`config.mk`:
```
export PLATFORM = sky130hd
export DESIGN_NAME = hazard_scoreboard
export DESIGN_NICKNAME = d
export VERILOG_FILES = /design/src/rtl/hazard_scoreboard_pkg.sv /design/src/rtl/hazard_scoreboard_reg_mask_decode.sv /design/src/rtl/hazard_scoreboard.sv
export SDC_FILE = /design/constraint.sdc
export NUM_CORES = 1
export LEC_CHECK = 0
export ABC_AREA = 1
export CORE_UTILIZATION = 45
export DETAILED_ROUTE_END_ITERATION = 10
export DONT_BUFFER_PORTS = 1
export GPL_TIMING_DRIVEN = 0
export PLACE_DENSITY = 0.59
export SKIP_LAST_GASP = 1
export SLEW_MARGIN = 20
export SYNTH_ARGS = -nofsm -noshare
export SYNTH_HDL_FRONTEND = slang
export SYNTH_SLANG_ARGS = --single-unit
```
`constraint.sdc`:
```
create_clock -name clk -period 7.4 [get_ports clk]
set_input_delay 2.22 -clock clk [delete_from_list [all_inputs] [get_ports clk]]
set_output_delay 2.22 -clock clk [all_outputs]
set_load 0.02 [all_outputs]
```
`src/rtl/hazard_scoreboard_pkg.sv`:
```
// Shared encodings for the hazard unit: instruction fields, opcodes, register and pipe masks.
// Pipe mask bit order is PC, IF/ID, ID/EX from LSB. Register field order is RS, RT, RD.
package hazard_scoreboard_pkg;
  localparam int INST_WIDTH         = 32;
  localparam int OPC_W              = 6;
  localparam int OPC_LSB            = 26;
  localparam int REG_FIELD_W        = 5;
  localparam int NUM_REG_FIELDS     = 3;
  localparam int NUM_PIPE_MASKS     = 3;
  localparam int HAZARD_MAX_LATENCY = 7;

  localparam logic [NUM_PIPE_MASKS-1:0] PIPE_REG_PC    = 3'b001;
  localparam logic [NUM_PIPE_MASKS-1:0] PIPE_REG_IF_ID = 3'b010;
  localparam logic [NUM_PIPE_MASKS-1:0] PIPE_REG_ID_EX = 3'b100;

  localparam logic [NUM_REG_FIELDS-1:0] REG_MASK_NONE = 3'b000;
  localparam logic [NUM_REG_FIELDS-1:0] REG_MASK_RS   = 3'b001;
  localparam logic [NUM_REG_FIELDS-1:0] REG_MASK_RT   = 3'b010;
  localparam logic [NUM_REG_FIELDS-1:0] REG_MASK_RD   = 3'b100;

  // 00xxxx is the register ALU class, 01xxxx the immediate ALU class, 11xxxx is reserved.
  localparam logic [OPC_W-1:0] OP_CODE_ALU_R = 6'b00_0000;
  localparam logic [OPC_W-1:0] OP_CODE_ALU_I = 6'b01_0000;
  localparam logic [OPC_W-1:0] OP_CODE_NOP   = 6'b10_0000;
  localparam logic [OPC_W-1:0] OP_CODE_JR    = 6'b10_0001;
  localparam logic [OPC_W-1:0] OP_CODE_LW    = 6'b10_0010;
  localparam logic [OPC_W-1:0] OP_CODE_SW    = 6'b10_0011;
  localparam logic [OPC_W-1:0] OP_CODE_LA    = 6'b10_0100;
  localparam logic [OPC_W-1:0] OP_CODE_SA    = 6'b10_0101;

  typedef struct packed {
    logic [NUM_REG_FIELDS-1:0] src;
    logic [NUM_REG_FIELDS-1:0] dst;
    logic                      is_load;
  } slot_mask_t;

  function automatic logic [REG_FIELD_W-1:0] reg_field(input logic [INST_WIDTH-1:0] ins,
                                                       input int f);
    return ins[21 - f*REG_FIELD_W +: REG_FIELD_W];
  endfunction
endpackage

```
`src/rtl/hazard_scoreboard_reg_mask_decode.sv`:
```
// Opcode to source/destination register-field masks for one bundle slot; purely combinational.
// Invalid slots decode to empty masks so they never take part in hazard checks.
module reg_mask_decode
  import hazard_scoreboard_pkg::*;
(
  input  logic [OPC_W-1:0] opcode,
  input  logic             slot_vld,
  output slot_mask_t       mask
);

  always_comb begin
    mask = '0;
    if (slot_vld) begin
      case (opcode[5:4])
        2'b00: begin
          mask.src = REG_MASK_RS | REG_MASK_RT;
          mask.dst = REG_MASK_RD;
        end
        2'b01: begin
          mask.src = REG_MASK_RS;
          mask.dst = REG_MASK_RT;
        end
        2'b10: begin
          case (opcode)
            OP_CODE_JR: mask.src = REG_MASK_RS;
            OP_CODE_LW: begin
              mask.src     = REG_MASK_RS;
              mask.dst     = REG_MASK_RT;
              mask.is_load = 1'b1;
            end
            OP_CODE_SW: mask.src = REG_MASK_RS | REG_MASK_RT;
            OP_CODE_LA: mask.dst = REG_MASK_RT;
            OP_CODE_SA: mask.src = REG_MASK_RT;
            default:    mask.dst = REG_MASK_NONE;
          endcase
        end
        default: mask.src = REG_MASK_NONE;
      endcase
    end
  end

endmodule

```
`src/rtl/hazard_scoreboard.sv`:
```
// N-wide load-use / intra-bundle hazard unit: combinational issue point and stall/flush masks from a per-register load scoreboard.
// Optional perf counters are built only when HAZARD_PERF_EN is defined; otherwise the counter ports are tied to 0.
module hazard_scoreboard
  import hazard_scoreboard_pkg::*;
#(
  parameter int ISSUE_WIDTH  = 2,
  parameter int NUM_REGS     = 32,
  parameter int LOAD_LATENCY = 1,
  parameter int CNT_W        = 3
) (
  input  logic                                     clk,
  input  logic                                     reset,
  input  logic [ISSUE_WIDTH*INST_WIDTH-1:0]        instr,
  input  logic [ISSUE_WIDTH-1:0]                   instr_valid,
  input  logic                                     kill,
  output logic [ISSUE_WIDTH-1:0]                   issue_mask,
  output logic [ISSUE_WIDTH*NUM_PIPE_MASKS-1:0]    stall,
  output logic [ISSUE_WIDTH*NUM_PIPE_MASKS-1:0]    flush,
  output logic [31:0]                              load_stall_cnt,
  output logic [31:0]                              split_stall_cnt
);

  slot_mask_t             slot_mask [ISSUE_WIDTH];
  logic [REG_FIELD_W-1:0] regs      [ISSUE_WIDTH][NUM_REG_FIELDS];
  logic [CNT_W-1:0]       cnt_q     [NUM_REGS];
  logic [CNT_W-1:0]       cnt_d     [NUM_REGS];
  logic [ISSUE_WIDTH-1:0] hazard;
  logic [ISSUE_WIDTH-1:0] issue_ok;
  logic                   blocked;
  logic                   unused_ins;

  for (genvar i = 0; i < ISSUE_WIDTH; i++) begin : g_dec
    reg_mask_decode u_dec (
      .opcode   (instr[i*INST_WIDTH + OPC_LSB +: OPC_W]),
      .slot_vld (instr_valid[i]),
      .mask     (slot_mask[i])
    );
  end

  always_comb begin
    unused_ins = 1'b0;
    for (int k = 0; k < ISSUE_WIDTH; k++) begin
      unused_ins = unused_ins ^ (^instr[k*INST_WIDTH +: 11]);
      for (int f = 0; f < NUM_REG_FIELDS; f++) begin
        regs[k][f] = reg_field(instr[k*INST_WIDTH +: INST_WIDTH], f);
      end
    end
  end

  // A field that is a source or destination hazards against the scoreboard and against any older slot's destination.
  always_comb begin
    hazard = '0;
    for (int k = 0; k < ISSUE_WIDTH; k++) begin
      for (int f = 0; f < NUM_REG_FIELDS; f++) begin
        if ((slot_mask[k].src[f] || slot_mask[k].dst[f]) && regs[k][f] != '0) begin
          if (cnt_q[regs[k][f]] != '0) hazard[k] = 1'b1;
          for (int j = 0; j < k; j++) begin
            for (int g = 0; g < NUM_REG_FIELDS; g++) begin
              if (slot_mask[j].dst[g] && regs[j][g] == regs[k][f]) hazard[k] = 1'b1;
            end
          end
        end
      end
    end
  end

  always_comb begin
    blocked  = 1'b0;
    issue_ok = '0;
    for (int k = 0; k < ISSUE_WIDTH; k++) begin
      blocked     = blocked | hazard[k];
      issue_ok[k] = !blocked;
    end
    issue_mask = kill ? '0 : (issue_ok & instr_valid);
    stall = '0;
    flush = '0;
    if (!kill && (|hazard)) begin
      for (int k = 0; k < ISSUE_WIDTH; k++) begin
        stall[k*NUM_PIPE_MASKS +: NUM_PIPE_MASKS] = issue_ok[k] ? PIPE_REG_PC
                                                               : (PIPE_REG_PC | PIPE_REG_IF_ID);
        flush[k*NUM_PIPE_MASKS +: NUM_PIPE_MASKS] = issue_ok[k] ? PIPE_REG_IF_ID : PIPE_REG_ID_EX;
      end
    end
  end

  // A freshly issued load overrides the decrement of the same register.
  always_comb begin
    for (int r = 0; r < NUM_REGS; r++) begin
      cnt_d[r] = (cnt_q[r] != '0) ? cnt_q[r] - CNT_W'(1) : '0;
    end
    for (int k = 0; k < ISSUE_WIDTH; k++) begin
      if (issue_mask[k] && slot_mask[k].is_load && regs[k][1] != '0) begin
        cnt_d[regs[k][1]] = CNT_W'(LOAD_LATENCY);
      end
    end
  end

  always_ff @(posedge clk or posedge reset) begin
    if (reset) begin
      for (int r = 0; r < NUM_REGS; r++) cnt_q[r] <= '0;
    end else begin
      cnt_q <= cnt_d;
    end
  end

`ifdef HAZARD_PERF_EN
  logic [31:0] load_stall_cnt_q, load_stall_cnt_d;
  logic [31:0] split_stall_cnt_q, split_stall_cnt_d;

  always_comb begin
    load_stall_cnt_d  = load_stall_cnt_q;
    split_stall_cnt_d = split_stall_cnt_q;
    if (!kill && hazard[0] && instr_valid[0] && load_stall_cnt_q != '1) begin
      load_stall_cnt_d = load_stall_cnt_q + 32'd1;
    end
    if (!kill && !hazard[0] && (|hazard) && split_stall_cnt_q != '1) begin
      split_stall_cnt_d = split_stall_cnt_q + 32'd1;
    end
  end

  always_ff @(posedge clk or posedge reset) begin
    if (reset) begin
      load_stall_cnt_q  <= '0;
      split_stall_cnt_q <= '0;
    end else begin
      load_stall_cnt_q  <= load_stall_cnt_d;
      split_stall_cnt_q <= split_stall_cnt_d;
    end
  end

  assign load_stall_cnt  = load_stall_cnt_q;
  assign split_stall_cnt = split_stall_cnt_q;
`else
  assign load_stall_cnt  = '0;
  assign split_stall_cnt = '0;
`endif

endmodule

```
==> results by group, run 1 <==
Logic synthesis
  – Top post-synthesis cells by area: dfrtp_1, nand2_1, inv_1, ha_1, nand3_1
  – Most frequent cell after synthesis: nand2_1
  – Main flop type after synthesis: dfrtp_1
  – Commonest cells post-synth: nand2_1, inv_1, nor2_1, nand3_1, dfrtp_1
  – Mapped Area: 0.00950 mm^2
  – EDFF count, synth: 0
  – Yosys top cell area share: 25.3%
  – Syn. warnings: 0
  – Synth Instances: 1,503
  – Post-synthesis sequential area ratio: 25.3%
  – Register bit total from synthesis: 96
  – Post-synth ARST share: 100%
  – Largest area contributor in the netlist: dfrtp_1
  – Post-synth cell types: 38
  – Average cell area after synthesis: 6.32 um^2

GRT
  – Total gr overflow: 0
  – GRT Util Overall: 31.4%
  – Vias in the first global route: 8,817
  – Largest net degree at the start of global routing: 54
  – Antenna violations before repair: 0
  – First-pass GRT wire length: 50.7 mm

Detailed routing
  – Drt wl/cell: 18.0 um
  – Initial drt markers: 834
  – Vias: 9,588
  – Drt first pass iters: 6
  – DRC Markers: 0
  – Number of routed nets with antenna violations: 0
  – Avg Vias per Cell: 5.16
  – Final wirelength: 33.6 mm

Cells and area
  – Final Util: 50.9%
  – Count of filler cells inserted in the layout: 2,180
  – Area grow syn2layout: 9.79%
  – Max reg flops: 96
  – FF+latch area: 0.00240 mm^2
  – Share of layout cells above drive strength 1: 13.0%
  – Nets: 1,715
  – Inserted Diodes: 0
  – Most flops, register: cnt_q
  – Multi-input gate area in the final layout: 0.00560 mm^2
  – Regs by FF count: cnt_q x96

Placed design
  – # port buffers: 0
  – GPL Wtd Cong: 1.02
  – Pre-CTS setup slack: 0.441 ns
  – Post-DP HPWL: 25.4 mm

Worst setup path
  – Buf+Inv Stages, Crit Path: 4
  – Number of cells on the worst reg-to-reg path: 15
  – Worst path arrival time: 4.81 ns
  – Reg2reg end: cnt_q[86]$_DFF_PP0_
  – WP data required: 5.18 ns
  – Crit path from: instr[16]
  – R2r startpoint: cnt_q[51]$_DFF_PP0_
  – Top cell family by delay on the critical path: simple AND/OR/NAND/NOR gates
  – Largest fanout on the critical path: 10
  – Critical path class: in2out
  – Crit end category: primary output
  – R2R setup slack: 4.58 ns
  – CP max stage delay: 0.48 ns
  – Setup crit start kind: input pin
  – Slowest cell on the critical path: nor2_1
  – CP Cell Sequence: buf_2 > nor2_2 > inv_2 > buf_6 > o21ai_1 > o21ai_1 > nor2_1 > nor2_1 > nand2_1 > nand2_1 > nand3_4 > nor2_4 > nor2_1 > nand2_1 > inv_1

Clock tree
  – Post-CTS Setup Repair Bufs: 0
  – Hold-fix buffers, CTS: 0
  – Clk sinks: 96
  – Worst-Skew Late Latency: 0.36 ns
  – Cts bufs inserted: 9
  – CTS tree: done
  – Htree depth: 3
  – Post-CTS sizing: 0
  – Clock-pin slew on the worst setup and hold paths: 0.07 ns
  – CTS root buf: clkbuf_16
  – CTS max path bufs: 2

STA
  – Setup-failing EPs final: 0
  – Final setup TNS: 0 ns
  – Crit share post-route: 95.0%
  – Worst hold slack: 0.460 ns
  – Min Tclk post-route: 7.03 ns
  – Final hold violation count: 0
  – Actual slew at the worst max-slew pin: 0.926 ns
  – Slew HR: 37.7%
  – Worst Setup Slack, final: 0.367 ns
  – Slew Limit Fails: 0
  – RSZ-0062 raised after global routing: no
  – FMAX: 142 MHz
  – Clock Skews: 0.0115 ns

Min path
  – Hold Path End: cnt_q[93]$_DFF_PP0_
  – Hold crit path type: reg2reg
  – Hold path startpoint: cnt_q[93]$_DFF_PP0_
  – Worst Hold Path Cells: 1

Power and ir drop
  – Clock share of power: 35.4%
  – Comb pwr share: 23.9%
  – Sw frac: 34.2%
  – Leak Pwr: 6.12 nW
  – P_sw: 0.000445 W
  – Worst vdd ir: 0.110 mV
  – P_int: 0.000855 W
  – Total power: 0.00130 W
  – Cell area power density: 125 mW/mm^2
  – Reg power frac: 40.7%

Die
  – Die Ht: 147 um
  – Die Wd: 147 um
  – Starting density of the core: 46.4%
  – DIE AREA: 0.0217 mm^2
  – Core Area: 0.0205 mm^2
  – IO Pins: 147
  – Site Rows: 52

Job
  – Max-cap violations: 0

Status
  – Status: completed
-- worst reg2reg max path: stages (launching register included) --
cell     delay [ns]
dfrtp_1        0.39
nor2_1         0.18
nand2_1        0.22
nand2_1        0.10
o21ai_0        0.08
o21ai_1        0.12
nand2_1        0.09
nor2_1         0.21
nand2_1        0.12
nand2_1        0.12
nand3_4        0.15
nor2_4         0.36
buf_4          0.24
nand4_1        0.18
nand2_1        0.12
inv_1          0.04
-- final cells by class --
class	count	share of cell area, %
well taps	270	3.24
clock buffers	11	2.33
clock inverters	5	0.384
plain buffers	121	7.73
flip-flops and latches	96	23.0
inverters	257	9.29
multi-input cells	1097	53.7
repair buffers	2	0.336
-- logic make-up (layout without fill, tap and decap cells) --
family / after synthesis / in the layout / share of synthesized area [%]
simple gates: 804 / 804 / 38.2
compound gates: 145 / 145 / 8.10
fa+ha+maj: 62 / 62 / 8.16
buf+inv: 378 / 396 / 18.6
flops: 96 / 96 / 25.3
xor+xnor: 17 / 17 / 1.57
other cells: 1 / 69 / 0.0395
-- placed cells by master (no fill, tap or decap), types with 30 or more instances in the layout --
cell type / count
buf_4: 79
conb_1: 69
dfrtp_1: 96
ha_1: 62
inv_1: 236
nand2_1: 406
nand3_1: 139
nand3_2: 30
nand4_1: 38
nor2_1: 146
o21ai_0: 75
o21ai_1: 37
-- power by group through the flow --
stage                     sequential [W]  combinational (W)  clock (W)
after detailed placement        0.000539           0.000302          0
final                           0.000528           0.000311   0.000460
after global routing            0.000529           0.000331   0.000487
after global placement          0.000539           0.000299          0
after CTS                       0.000528           0.000303   0.000470
after floorplan                 0.000538           0.000222          0
-- per-stage QoR --
step | area (um^2) | cells
4_1_cts | 10400 | 1859
3_3_place_gp | 10100 | 1841
6_report | 10400 | 1859
5_1_grt | 10400 | 1859
2_1_floorplan | 9760 | 1571
3_5_place_dp | 10200 | 1843
-- worst max path at each step --
stage / slack [ns] / cells after the start / end
5_1_grt: 0.24 / 15 / flush[1]
2_1_floorplan: 1.13 / 15 / flush[1]
3_3_place_gp: 0.46 / 14 / flush[1]
4_1_cts: 0.44 / 15 / flush[1]
6_report: 0.37 / 15 / flush[1]
3_5_place_dp: 0.44 / 15 / flush[1]
-- per-layer routing --
metal / global-route usage [%] / vias up / routed length [um]
li1: - / 4685 / -
met1: 39.3 / 4347 / 13700
met2: 50.9 / 439 / 15200
met3: 5.71 / 117 / 2780
met4: 17.4 / 0 / 1780
met5: 0 / - / 0
No activity file was read; power rests on OpenSTA's default activity.
==> inputs of run 2 (changes only) <==
--- a/config.mk
+++ b/config.mk
@@ -6,11 +6,12 @@
 export NUM_CORES = 1
 export LEC_CHECK = 0
 export ABC_AREA = 1
+export CAP_MARGIN = 20
 export CORE_UTILIZATION = 45
 export DETAILED_ROUTE_END_ITERATION = 10
 export DONT_BUFFER_PORTS = 1
-export GPL_TIMING_DRIVEN = 0
-export PLACE_DENSITY = 0.59
+export GPL_TIMING_DRIVEN = 1
+export PLACE_DENSITY_LB_ADDON = 0.25
 export SKIP_LAST_GASP = 1
 export SLEW_MARGIN = 20
 export SYNTH_ARGS = -nofsm -noshare
==> run 2 against run 1 <==
Effect of this change:
- non-clock buffer count is 113 lower
- hold slack improved by 0.015 ns
- routed wire length down 6.4%
- clock power is 8.7% higher
- critical path type unchanged
- largest cell class unchanged
==> results by group, run 2 (synthesis results as in run 1) <==
GRT
  – Antenna violations before repair: 0
  – GRT Util Overall: 29.3%
  – Vias in the first global route: 8,490
  – Total gr overflow: 0
  – First-pass GRT wire length: 47.8 mm
  – Largest net degree at the start of global routing: 63

Cells and area
  – Non-Filler Instances: 1,746
  – Commonest non-fill, non-tap cells in the layout: nand2_1, inv_1, nor2_1
  – Max reg flops: 96
  – Share of layout cells above drive strength 1: 7.45%
  – Area grow syn2layout: 2.01%
  – Regs by FF count: cnt_q x96
  – Inserted Diodes: 0
  – Commonest non-fill, non-tap cell in the layout: nand2_1
  – Nets: 1,602
  – Post-route cell area: 0.00970 mm^2
  – Most flops, register: cnt_q

Worst setup path
  – Crit path from: instr[49]
  – Most frequent CP cell: nor2_1
  – Setup crit start kind: input pin
  – Worst path arrival time: 4.18 ns
  – CP max stage delay: 0.33 ns
  – CP Cell Sequence: inv_2 > nor2_2 > inv_2 > o21ai_0 > nor2_1 > nor2_1 > nor2_1 > nand2_1 > nor2_1 > nand2_1 > nand2_1 > nand3_2 > nor2_4 > nor2_1 > buf_4
  – Largest fanout on the critical path: 12
  – R2r startpoint: cnt_q[24]$_DFF_PP0_
  – Critical path class: in2out
  – Slowest cell on the critical path: nor2_2
  – WP data required: 5.18 ns
  – Crit end category: primary output

STA
  – Worst hold slack: 0.475 ns
  – Final hold violation count: 0
  – Clock Skews: 0.0108 ns
  – Min Tclk post-route: 6.40 ns
  – Slew HR: 42.0%
  – Setup-failing EPs final: 0
  – Slew Limit Fails: 0
  – RSZ-0062 raised after global routing: no
  – Final setup TNS: 0 ns
  – FMAX: 156 MHz
  – Actual slew at the worst max-slew pin: 0.868 ns
  – Crit share post-route: 86.4%

Min path
  – Hold crit path type: reg2reg
  – Hold path startpoint: cnt_q[93]$_DFF_PP0_

Placed design
  – Post-DP HPWL: 22.4 mm
  – Cell Area, Placed: 0.00939 mm^2
  – # port buffers: 0
  – Placed instance count: 1,730
  – GPL Wtd Cong: 0.987

Power and ir drop
  – Leak Pwr: 5.62 nW
  – Total power: 0.00127 W
  – Cell area power density: 131 mW/mm^2
  – Worst vdd ir: 0.112 mV

Detailed routing
  – Max layer used: met4
  – Met1 wire length: 12.9 mm
  – Drt wl/cell: 18.0 um
  – DRC Markers: 0
  – Wire length on met2: 14.3 mm
  – Number of routed nets with antenna violations: 0
  – Initial drt markers: 947
  – Drt first pass iters: 5
  – Avg Vias per Cell: 5.26
  – Vias: 9,179
  – Final wirelength: 31.4 mm
  – Met3 WL: 2.87 mm

Clock tree
  – CTS root buf: clkbuf_16
  – Hold-fix buffers, CTS: 0
  – Clk sinks: 96
  – Clock-pin slew on the worst setup and hold paths: 0.07 ns
  – Worst-Skew Late Latency: 0.37 ns
  – Cts bufs inserted: 9
  – Post-CTS Setup Repair Bufs: 0
  – Htree depth: 3
  – Post-CTS sizing: 0
  – CTS tree: done
  – CTS max path bufs: 2

Die
  – Die Ht: 147 um
  – Core Area: 0.0205 mm^2
  – Starting density of the core: 46.4%
  – IO Pins: 147
  – Die Wd: 147 um
  – DIE AREA: 0.0217 mm^2
  – Site Rows: 52

Status
  – Status: completed

Job
  – Max-cap violations: 0
==> run 2: cell count changes in the layout (fill, tap and decap cells not counted), sizes merged <==
cell,before,now
clkinv,3,5
bufinv,0,1
inv,256,257
buf,109,10
clkinvlp,3,0
clkbuf,25,10
==> run 2: worst paths after layout <==
check / depth (start not counted) / end / slack (ns)
worst max register to register: 17 / cnt_q[5]$_DFF_PP0_ / 4.37
worst max-delay path: 15 / flush[5] / 1.00
min in group asynchronous: 1 / cnt_q[34]$_DFF_PP0_ / 1.72
worst min-delay path: 1 / cnt_q[93]$_DFF_PP0_ / 0.48
worst min register to register: 1 / cnt_q[93]$_DFF_PP0_ / 0.48
max in group asynchronous: 2 / cnt_q[93]$_DFF_PP0_ / 4.49
==> run 2: power by group <==
| part | switching, W | leakage [nW] | internal (W) |
|---|---|---|---|
| clock network | 0.000227 | 0.153 | 0.000273 |
| logic | 0.000185 | 4.12 | 0.0000547 |
| registers | 0.00000207 | 1.34 | 0.000526 |
==> run 2: layer usage <==
metal  vias up  global-route usage [%]
met5         -                       0
met4         0                    13.2
met3        88                    6.30
met2       402                    47.2
met1      4223                    37.3
li1       4466                       -
==> run 2: worst max-delay path, delay by kind of cell <==
kind | cells | cell delay (ns)
buf+inv | 3 | 0.58
simple gates | 11 | 1.12
compound gates | 1 | 0.23
==> run 2: stage by stage <==
step                      utilization, %  worst slack, ns
after floorplan                        -             1.13
after global placement              45.8             1.05
after detailed placement            45.8             1.08
after CTS                           47.3             1.04
after global routing                47.3            0.794
final                               47.3             1.00
==> run 2: layout make-up <==
class	instances	area, um^2
clock inverters	6	66.3
clock buffers	10	239
repair buffers	10	75.1
flip-flops and latches	96	2400
fillers	2151	10800
well taps	270	338
multi-input cells	1097	5610
inverters	257	967
